`config.mk`:
```
export PLATFORM = sky130hd
export DESIGN_NAME = ov7670_frame_capture
export DESIGN_NICKNAME = d
export VERILOG_FILES = /design/src/rtl/ov7670_frame_capture.sv
export SDC_FILE = /design/constraint.sdc
export NUM_CORES = 1
export LEC_CHECK = 0
export ABC_AREA = 1
export BUFFER_PORTS_ARGS = -buffer_cell sky130_fd_sc_hd__buf_4
export CORE_ASPECT_RATIO = 1.4
export CORE_UTILIZATION = 64
export CTS_BUF_LIST = sky130_fd_sc_hd__clkbuf_4
export DETAILED_ROUTE_END_ITERATION = 10
export PLACE_DENSITY_LB_ADDON = 0.3
export SYNTH_ARGS = -nofsm -noshare
export SYNTH_HDL_FRONTEND = slang
export SYNTH_SLANG_ARGS = --single-unit
```
`constraint.sdc`:
```
create_clock -name pclk -period 5.2 [get_ports pclk]
set_input_delay 1.3 -clock pclk [delete_from_list [all_inputs] [get_ports pclk]]
set_output_delay 1.3 -clock pclk [all_outputs]
set_load 0.01 [all_outputs]
```
`src/rtl/ov7670_frame_capture.sv`:
```
// OV7670 RGB565 byte-stream capture: optional 2:1 decimation in both directions,
// RGB444 conversion and a linear frame-buffer write port with frame framing.
module ov7670_frame_capture #(
  parameter int H_ACTIVE = 640,
  parameter int V_ACTIVE = 480,
  parameter int DECIMATE = 1,
  parameter int MAX_ADDR = 76800
) (
  input  logic        pclk,
  input  logic        resetn,
  input  logic        vsync,
  input  logic        href,
  input  logic [7:0]  d,
  input  logic        capture_en,
  output logic [16:0] wraddress,
  output logic [11:0] data,
  output logic        wren,
  output logic        frame_done,
  output logic        overflow,
  output logic [7:0]  frame_count,
  output logic [1:0]  dbg_state
);
  localparam int CW = (H_ACTIVE > 1) ? $clog2(H_ACTIVE) : 1;
  localparam int RW = (V_ACTIVE > 1) ? $clog2(V_ACTIVE) : 1;
  localparam logic [CW-1:0] COL_LAST = CW'(H_ACTIVE - 1);
  localparam logic [RW-1:0] ROW_LAST = RW'(V_ACTIVE - 1);
  localparam logic [16:0]   ADDR_END = 17'(MAX_ADDR);

  typedef enum logic [1:0] {IDLE = 2'd0, SYNC = 2'd1, ACTIVE = 2'd2} state_t;
  state_t state, state_nxt;

  // Assert asynchronously, release on pclk so every flop leaves reset together.
  logic [1:0] rst_sync;
  logic       rst_n;
  always_ff @(posedge pclk or negedge resetn) begin
    if (!resetn) rst_sync <= 2'b00;
    else         rst_sync <= {rst_sync[0], 1'b1};
  end
  assign rst_n = rst_sync[1];

  logic       vsync_s1, href_s1, vsync_q, href_q;
  logic [7:0] d_s1;
  always_ff @(posedge pclk or negedge rst_n) begin
    if (!rst_n) begin
      vsync_s1 <= 1'b0;
      href_s1  <= 1'b0;
      d_s1     <= '0;
      vsync_q  <= 1'b0;
      href_q   <= 1'b0;
    end else begin
      vsync_s1 <= vsync;
      href_s1  <= href;
      d_s1     <= d;
      vsync_q  <= vsync_s1;
      href_q   <= href_s1;
    end
  end

  logic vs_rise, vs_fall, href_fall;
  assign vs_rise   = vsync_s1 & ~vsync_q;
  assign vs_fall   = ~vsync_s1 & vsync_q;
  assign href_fall = ~href_s1 & href_q;

  logic start_frame, end_frame;
  always_comb begin
    state_nxt   = state;
    start_frame = 1'b0;
    end_frame   = 1'b0;
    unique case (state)
      IDLE:   if (vs_rise) state_nxt = SYNC;
      SYNC:   if (vs_fall && capture_en) begin
                state_nxt   = ACTIVE;
                start_frame = 1'b1;
              end
      ACTIVE: if (vs_rise) begin
                state_nxt = SYNC;
                end_frame = 1'b1;
              end
      default: state_nxt = IDLE;
    endcase
  end

  always_ff @(posedge pclk or negedge rst_n) begin
    if (!rst_n) state <= IDLE;
    else        state <= state_nxt;
  end
  assign dbg_state = state;

  logic          phase;
  logic [6:0]    hi;
  logic [CW-1:0] col;
  logic [RW-1:0] row;
  logic          in_active, pix_done, keep;
  logic [11:0]   pix_data;

  assign in_active = (state == ACTIVE);
  // A pixel racing the end-of-frame vsync edge is dropped.
  assign pix_done  = in_active & href_s1 & phase & ~vs_rise;
  assign keep      = (DECIMATE == 0) || (!col[0] && !row[0]);
  assign pix_data  = {hi[6:3], hi[2:0], d_s1[7], d_s1[4:1]};

  always_ff @(posedge pclk or negedge rst_n) begin
    if (!rst_n) begin
      wraddress   <= '0;
      data        <= '0;
      wren        <= 1'b0;
      frame_done  <= 1'b0;
      overflow    <= 1'b0;
      frame_count <= '0;
      phase       <= 1'b0;
      hi          <= '0;
      col         <= '0;
      row         <= '0;
    end else begin
      wren       <= 1'b0;
      frame_done <= end_frame;
      if (end_frame) frame_count <= frame_count + 8'd1;
      if (start_frame) begin
        wraddress <= '0;
        col       <= '0;
        row       <= '0;
        overflow  <= 1'b0;
        phase     <= 1'b0;
      end else begin
        if (wren) wraddress <= wraddress + 17'd1;
        phase <= in_active & href_s1 & ~phase;
        if (in_active && href_s1 && !phase) hi <= {d_s1[7:4], d_s1[2:0]};
        if (pix_done) begin
          if (col != COL_LAST) col <= col + CW'(1);
          if (keep) begin
            if (wraddress != ADDR_END) begin
              wren <= 1'b1;
              data <= pix_data;
            end else begin
              overflow <= 1'b1;
            end
          end
        end
        // A dangling hi byte is simply forgotten: phase already returns to 0.
        if (in_active && href_fall) begin
          col <= '0;
          if (row != ROW_LAST) row <= row + RW'(1);
        end
      end
    end
  end
endmodule
```
==> qor.txt, run 1 <==
Reg-to-Reg End: data[5]
Rows: 33
hold_sp: rst_sync[0]
GRT Overall Usage: 0.270
CTS resizes: 0
synthesis-to-layout area growth: 14.3%
Cell Area, Synth: 3960 um^2
setup TNS: 0 ns
wire per inst: 12.9 um
Post-synth EDFFs: 0
CTS max path bufs: 2
Synth area leaders: dfrtp_1 (52%), nand2_1 (13%), inv_1 (5.7%)
worst vdd ir: 0.226 mV
Post-DRT Antenna Nets: 0
die span in y: 95.1 um
Power Dens Cells: 333 nW/um^2
Mapped Nets: 500
Hold Crit Endpoint: rst_sync[1]
slowest stage cell, crit path: dfrtp_1
wirelength, routed: 7.94 mm
CP endpoint kind: primary output
Placer Congestion: 0.892
Synth Warn #: 0
flops & latches, synth: 83
final HPWL from detailed placement: 5.89 mm
Tmin final: 2.39 ns
Post-Route Skew: 0.0207 ns
slowest stage delay, CP: 0.49 ns
post-synth top area cell: dfrtp_1
area share of the leading cell type in the synthesized netlist: 0.524
clock root buffer: clkbuf_4
Starting DRT DRC Count: 160
total grt overflow: 0
final slew viol count: 0
routed vias/inst: 5.42
core area: 5900 um^2
Netlist cell types: 32
RSZ-0062 raised after global routing: false
total CTS buffers: 9
synthesized area per cell: 8.22 um^2
CTS Sinks: 83
share of cells above drive strength 1: 0.178
synth cell count leaders: nand2_1 (136), dfrtp_1 (83), inv_1 (60)
first-pass GRT wire length: 13.2 mm
final worst slack: 2.81 ns
HP Class: reg -> reg
die area: 6520 um^2
Critical Path AT: 1.09 ns
Max FO, Critical Path: 7
vias in the first global route: 3175
leakage power: 2.35 nW
Post-synth ARST share: 1.00
post-route design area: 4530 um^2
largest net degree at the start of global routing: 82
H-tree depth: 3
most common cell in the netlist: nand2_1
Total Power: 0.00151 W
Final period util: 0.460
via count: 3334
hold_buf cts: 0
Slew @ Worst Pin: 1.01 ns
status: complete, no violations
worst hold path depth: 0
DRC Markers: 0
Cells after Synth: 482
reg2reg setup slack: 3.35 ns
crit path cell chain: buf_4
worst-skew pair later-pin latency: 0.43 ns
Top Family by Delay on Critical Path: flip-flops
Post-DP Area: 4410 um^2
Reg clk slew, reported paths: 0.14 ns
Worst Hold Slack: 0.372 ns
Nets: 558
Die W: 68.5 um
setup bufs post-CTS: 0
# port buffers: 54
dpl ws: 2.77 ns
max-cap viol count: 0
Initial Utilization: 0.671
Worst slew margin: 0.328
critical path required time: 3.90 ns
Worst R2R Start: wraddress[0]
DRT Pass-1 Iters: 4
CTS tree: built
Main synth FF type: dfrtp_1
final setup fails: 0
Worst Path Class, Setup: reg -> out
register area share after synthesis: 0.524
Final Hold Viols: 0
I/O pins: 55
initial antenna violation count: 0
Worst setup SP type: flip-flop
ANT cells: 0
Buf/Inv on CP: 1
Max Freq: 0.418 GHz
r2r worst-path depth: 9
## registers in the layout, summed over array words and instances (netlist names), 2 cells and up
signal	flops
hi	7
d_s1	8
frame_count	8
rst_sync	2
row	9
wraddress	17
col	10
dbg_state	2
data	12
## routing by layer
metal	vias to the layer above	global-route usage	share of wire
met5	-	0	0
met4	0	0.130	0.014
met3	10	0.0526	0.037
met2	81	0.475	0.55
met1	1590	0.304	0.40
li1	1653	-	-
## cell families after synthesis
kind of cell	count (synthesis)	share of synthesized area
AO/OA/AOI/OAI	46	0.0644
XOR/XNOR	8	0.0177
adder cells (fa/ha/maj)	5	0.0158
buffers and inverters	70	0.0726
flip-flops	83	0.524
other	1	0.000946
AND/OR/NAND/NOR	269	0.305
## stage by stage
stage	utilization	cells
global route	0.767	615
detailed placement	0.747	599
finish	0.767	615
floorplan	-	482
CTS	0.767	615
global placement	0.747	599
## power by group
part	total (W)	switching [W]	internal (W)
Clock	0.000325	0.000223	0.000102
Combinational	0.000318	0.000182	0.000136
Sequential	0.000868	0.000120	0.000747
Total	0.00151	0.000526	0.000985
## layout by cell type (no fill, tap or decap), drive strengths merged
cell,netlist,layout
a21oi,12,12
buf,5,54
clkbuf,2,9
clkinv,1,5
clkinvlp,0,1
conb,1,1
dfrtp,83,83
ha,5,5
inv,62,64
nand2,143,143
nand3,40,40
nand3b,1,1
nand4,16,16
nor2,55,55
nor3,13,13
nor3b,1,1
o211ai,1,1
o21ai,33,33
xnor2,4,4
xor2,4,4
## final cells by class
class / instances / area [um^2]
flip-flops and latches: 83 / 2080
multi-input cells: 329 / 1600
fillers: 449 / 1370
repair buffers: 54 / 405
inverters: 63 / 238
well taps: 70 / 87.6
clock buffers: 9 / 67.6
clock inverters: 7 / 52.6
## worst max path at each step
stage	end	slack, ns	startpoint	cells past startpoint
global route	wraddress[3]	2.74	wraddress[3]	1
CTS	wraddress[3]	2.79	wraddress[3]	1
detailed placement	col[7]	2.77	capture_en	7
finish	wraddress[3]	2.81	wraddress[3]	1
floorplan	col[0]	2.72	rst_sync[1]	0
global placement	col[7]	2.82	capture_en	7
No activity file was read; power rests on OpenSTA's default activity.
==> run 2: changes to the inputs <==
Settings changed: CORE_UTILIZATION 64 to 59.
Clock period 5.2 ns to 2.5 ns, I/O delays scaled along.
==> run 2 against run 1 <==
Net effect:
- flip-flop and latch count is the same
- critical endpoint is now data[11]
- largest power group unchanged
- critical path depth grew 8
- largest cell class unchanged
- sequential share of layout area shrank 0.65 points
- the flow now finishes with violations (design-rule violations)
- non-clock buffer count grew 2
- critical path type is now reg -> reg
- global-route usage shrank 2.3 points
- clock-buffer cell count is the same
- first-iteration DRC count grew 40%
- worst hold slack lost 0.11 ns
- cell count grew 1.1%
- register-to-register slack lost 2.6 ns
==> qor.txt, run 2 (synthesized netlist as in run 1, its figures left out) <==
wirelength, routed: 7.77 mm (-2.2%)
largest net degree at the start of global routing: 53 (-35%)
leakage power: 2.37 nW (+0.89%)
total grt overflow: 0 (unchanged)
Worst Hold Slack: 0.265 ns (-0.107 ns)
core area: 6530 um^2 (+11%)
Starting DRT DRC Count: 224 (+40%)
DRC Markers: 3 (+3)
initial antenna violation count: 1 (+1)
dpl ws: 0.710 ns (-2.06 ns)
Critical Path AT: 2.10 ns (+1.01 ns)
worst vdd ir: 0.558 mV (+150%)
Die W: 71.3 um (+4.0%)
Nets: 560 (+0.36%)
most common cell after layout, fill and taps aside: nand2_1
most frequent cells in the layout: nand2_1 (136), dfrtp_1 (82), inv_1 (60), buf_4 (54), nor2_1 (48)
Max Freq: 0.569 GHz
reg2reg setup slack: 0.74 ns (-2.61 ns)
CTS max path bufs: 2 (unchanged)
final worst slack: 0.743 ns (-2.07 ns)
Initial Utilization: 0.607 (-0.0639)
Post-DRT Antenna Nets: 0 (unchanged)
setup TNS: 0 ns (unchanged)
r2r worst-path depth: 9 (unchanged)
worst-skew pair later-pin latency: 0.43 ns (about the same)
final slew viol count: 0 (unchanged)
setup bufs post-CTS: 0 (unchanged)
routed vias/inst: 5.35 (-1.3%)
DRT Pass-1 Iters: 7 (+3)
Buf/Inv on CP: 2 (+1)
Top Family by Delay on Critical Path: simple AND/OR/NAND/NOR gates
Worst setup SP type: flip-flop
via count: 3328 (-0.18%)
Reg-to-Reg End: data[11]
final setup fails: 0 (unchanged)
synthesis-to-layout area growth: 15.9%
HP Class: reg -> async
Worst R2R Start: wraddress[0]
final HPWL from detailed placement: 5.60 mm (-5.0%)
CTS Sinks: 83 (unchanged)
hold_buf cts: 1 (+1)
CTS resizes: 0 (unchanged)
leading registers by flop count: wraddress (17), data (12), col (10)
H-tree depth: 3 (unchanged)
max-cap viol count: 0 (unchanged)
GRT Overall Usage: 0.247 (-0.0233)
Final Hold Viols: 0 (unchanged)
Placer Congestion: 0.879 (-1.5%)
first-pass GRT wire length: 13.7 mm (+4.3%)
slowest stage cell, crit path: dfrtp_1
Power Dens Cells: 712 nW/um^2 (+110%)
die area: 7050 um^2 (+8.3%)
Max FO, Critical Path: 17 (+10)
Total Power: 0.00327 W (+120%)
crit-path most repeated cell: nand2_1
clock root buffer: clkbuf_4
critical path required time: 2.85 ns (-1.05 ns)
fillers: 516 (+15%)
Reg clk slew, reported paths: 0.15 ns (about the same)
total CTS buffers: 9 (unchanged)
CTS tree: built
violated checks: design-rule violations
crit path cell chain: inv_1, ha_1, nand4_1, nor2_1, nand2_1, nand2_4, clkinv_2, nand2_1, nand2_1
die span in y: 99.0 um (+4.1%)
max reg flops: 17 (unchanged)
Post-Route Skew: 0.0193 ns (-0.00134 ns)
Rows: 35 (+6.1%)
status: complete, but fails checks
share of cells above drive strength 1: 0.179 (+0.00118)
I/O pins: 55 (unchanged)
Worst Path Class, Setup: reg -> reg
Final period util: 0.703
RSZ-0062 raised after global routing: false
vias in the first global route: 3318 (+4.5%)
largest reg by FF count: wraddress
# port buffers: 54 (unchanged)
Tmin final: 1.76 ns
slowest stage delay, CP: 0.45 ns (-0.04 ns)
wire per inst: 12.5 um (-3.3%)
CP endpoint kind: flip-flop
[run 2: where the power goes]
part           internal [W]  switching [W]  total [W]
sequential          0.00155       0.000228    0.00178
clock              0.000319       0.000496   0.000814
combinational      0.000287       0.000387   0.000674
[run 2: cell type report]
cell class	count	area (um^2)	area share
inverters	63	238	0.0517
repair buffers	56	435	0.0947
multi-input cells	329	1600	0.348
diodes	1	2.50	0.000545
well taps	74	92.6	0.0201
clock inverters	7	80.1	0.0174
clock buffers	9	67.6	0.0147
flip-flops and latches	83	2080	0.453
[run 2: worst max path at each step]
stage | start | cells past startpoint | to | slack, ns
2_1_floorplan | rst_sync[1] | 0 | col[0] | 0.02
3_3_place_gp | wraddress[0] | 9 | data[7] | 0.74
3_5_place_dp | capture_en | 6 | row[0] | 0.71
4_1_cts | wraddress[0] | 9 | data[10] | 0.72
5_1_grt | wraddress[0] | 9 | data[6] | 0.58
6_report | wraddress[0] | 9 | data[11] | 0.74
[run 2: stage by stage]
step	std cells	cell area (um^2)	util
4_1_cts	621	4590	0.704
3_5_place_dp	604	4440	0.680
5_1_grt	622	4600	0.704
6_report	622	4600	0.704
2_1_floorplan	482	3960	-
3_3_place_gp	604	4440	0.680
[run 2: per-layer routing]
metal	GRT usage	vias up	wire length [um]
li1	-	1658	-
met1	0.282	1573	3280
met2	0.432	78	3990
met3	0.0511	19	280
met4	0.126	0	212
met5	0	-	0
==> run 3: changes to the inputs <==
Settings changed: ABC_AREA 1 to 0, CORE_UTILIZATION 59 to 53.
Clock period 2.5 ns to 1.41 ns, I/O delays scaled along.
==> run 3 against run 2 <==
Net effect:
- the flow finishes with violations (negative hold slack, negative setup slack)
- cell count is 7.2% lower
- register-to-register slack worse by 1.4 ns
- via count is 8.5% higher
- design area is 30% higher
- sequential power is 69% higher
- first-iteration DRC count is 80% higher
- global-route usage is 6.3 points higher
- clock skew is 0.0060 ns lower
- critical path type unchanged
- critical path depth is 2 lower
- worst hold slack worse by 0.27 ns
- maximum frequency is 15% lower
- flip-flop and latch count stayed put
==> qor.txt, run 3 <==
total CTS buffers: 9 (unchanged)
CTS tree: built
synth cell count leaders: dfrtp_1 (83), nor2_1 (19), a21oi_1 (15), nand2_1 (15), nand4_1 (12)
register area share after synthesis: 0.572 (+0.0480)
final setup fails: 87 (+87)
Mapped Nets: 326 (-35%)
worst hold path depth: 1
Netlist cell types: 48 (+50%)
Nets: 498 (-11%)
die area: 7190 um^2 (+1.9%)
area share of the leading cell type in the synthesized netlist: 0.572 (+0.0480)
fillers: 230 (-55%)
via count: 3612 (+8.5%)
critical path required time: 1.75 ns (-1.10 ns)
final HPWL from detailed placement: 5.69 mm (+1.7%)
GRT Overall Usage: 0.310 (+0.0628)
Final period util: 1.47 (+0.771)
Cells after Synth: 308 (-36%)
setup TNS: -25.41 ns (-25.41 ns)
Post-Route Skew: 0.0134 ns (-0.00596 ns)
Synth Warn #: 0 (unchanged)
Final Hold Viols: 1 (+1)
Placer Congestion: 0.843 (-4.1%)
Reg clk slew, reported paths: 0.15 ns (about the same)
Initial Utilization: 0.549 (-0.0584)
leakage power: 2.91 nW (+23%)
# port buffers: 54 (unchanged)
total grt overflow: 0 (unchanged)
worst vdd ir: 1.27 mV (+130%)
first-pass GRT wire length: 16.8 mm (+22%)
Synth area leaders: dfrtp_1 (57%), mux2_4 (3.7%), mux2_2 (3.4%)
share of cells above drive strength 1: 0.571 (+0.392)
flops & latches, synth: 83 (unchanged)
clock root buffer: clkbuf_4
Post-DP Area: 4740 um^2 (+6.9%)
Post-synth EDFFs: 0 (unchanged)
Post-synth ARST share: 1.00 (unchanged)
Die W: 72.0 um (+0.95%)
largest reg by FF count: wraddress
initial antenna violation count: 0 (-1)
DRT Pass-1 Iters: 5 (-2)
Max FO, Critical Path: 7 (-10)
most common cell after layout, fill and taps aside: buf_4
Critical Path AT: 2.42 ns (+0.32 ns)
r2r worst-path depth: 7 (-2)
Worst setup SP type: flip-flop
vias in the first global route: 3415 (+2.9%)
Post-Layout Cell Count: 577 (-7.2%)
I/O pins: 55 (unchanged)
area occupied by multi-input gates: 1920 um^2 (+20%)
synthesized area per cell: 11.8 um^2 (+43%)
ANT cells: 0 (-1)
die span in y: 99.9 um (+0.96%)
final worst slack: -0.668 ns (-1.41 ns)
Worst Hold Slack: -0.000799 ns (-0.266 ns)
CTS Sinks: 83 (unchanged)
Worst Path Class, Setup: reg -> reg
violated checks: negative hold slack, negative setup slack
Max Freq: 0.481 GHz (-15%)
wire per inst: 25.3 um (+100%)
Cell Area, Synth: 3630 um^2 (-8.4%)
Total Power: 0.00660 W (+100%)
Starting DRT DRC Count: 403 (+80%)
H-tree depth: 3 (unchanged)
core area: 6610 um^2 (+1.3%)
leading registers by flop count: wraddress (17), data (12), col (10)
synthesis-to-layout area growth: 65.0%
Tmin final: 2.08 ns (+0.320 ns)
CP endpoint kind: flip-flop
CTS max path bufs: 2 (unchanged)
Power Dens Cells: 1100 nW/um^2 (+55%)
most frequent cells in the layout: buf_4 (92), dfrtp_1 (76), buf_6 (64), nor2_1 (17)
status: complete, but fails checks
register area: 2090 um^2 (+0.36%)
worst-skew pair later-pin latency: 0.45 ns (+0.02 ns)
largest net degree at the start of global routing: 35 (-34%)
routed vias/inst: 6.26 (+17%)
placed cell count: 515 (-15%)
max reg flops: 17 (unchanged)
post-route design area: 5990 um^2 (+30%)
HP Class: in -> reg
wirelength, routed: 14.6 mm (+88%)
most common cell in the netlist: dfrtp_1
max-cap viol count: 0 (unchanged)
final slew viol count: 0 (unchanged)
Main synth FF type: dfrtp_1
post-synth top area cell: dfrtp_1
DRC Markers: 0 (-3)
Post-DRT Antenna Nets: 0 (unchanged)
RSZ-0062 raised after global routing: true
Rows: 35 (unchanged)
run 3: worst paths after layout:
kind	to	startpoint	slack, ns
max	data[9]	wraddress[0]	-0.67
min	d_s1[7]	d[7]	-0.0008
max reg2reg	data[9]	wraddress[0]	-0.67
min reg2reg	wraddress[5]	rst_sync[1]	0.25
max in group asynchronous	dbg_state[1]	rst_sync[1]	0.66
min in group asynchronous	rst_sync[1]	resetn	0.23
run 3: final cells by class:
cell class | count | area share
timing repair buffer | 170 | 0.273
tap | 92 | 0.0192
clock buffer | 9 | 0.0113
sequential | 83 | 0.349
inverter | 11 | 0.00689
clock inverter | 7 | 0.0207
multi-input combinational | 205 | 0.320
run 3: layer usage:
metal | part of all wire | wire length, um | track usage
met4 | 0.051 | 746 | 0.167
met1 | 0.36 | 5310 | 0.361
met2 | 0.52 | 7560 | 0.539
met3 | 0.068 | 1000 | 0.0522
met5 | 0 | 0 | 0
run 3: through the flow:
step / util / hold WS (ns) / worst slack (ns)
4_1_cts: 0.833 / 0.00190 / -0.566
3_3_place_gp: 0.717 / 0.135 / -0.482
2_1_floorplan: - / 0.0569 / -0.577
3_5_place_dp: 0.717 / 0.137 / -0.518
5_1_grt: 0.906 / -0.0215 / -0.803
6_report: 0.906 / -0.000799 / -0.668
run 3: critical path, stage by stage (launching register included):
cell      delay [ns]
dfrtp_2         0.42
inv_2           0.05
ha_4            0.16
nor4bb_4        0.16
nand4_1         0.14
or4b_4          0.54
buf_8           0.18
mux2_4          0.32
run 3: cell families after synthesis:
group	after synthesis	share of synthesized area
other cells	1	0.00103
simple gates	111	0.181
buf+inv	20	0.0234
fa+ha+maj	5	0.0172
mux	23	0.0796
compound gates	44	0.0748
flops	83	0.572
xor+xnor	21	0.0507
run 3: power by group:
group | internal [W] | switching (W) | total [W]
logic | 0.000981 | 0.000785 | 0.00177
clock network | 0.000912 | 0.000909 | 0.00182
registers | 0.00268 | 0.000332 | 0.00301
total | 0.00457 | 0.00203 | 0.00660
run 3: what timing repair did:
| item | CTS | global route |
|---|---|---|
| hold endpoints to repair | 6 | 1 |
| endpoints found under the setup margin | 85 | 89 |
| gates cloned | 2 | 0 |
| setup buffers | 18 | 32 |
| gates resized for setup | 88 | 67 |
| pin swaps | 21 | 33 |
| hold buffers | 5 | 1 |
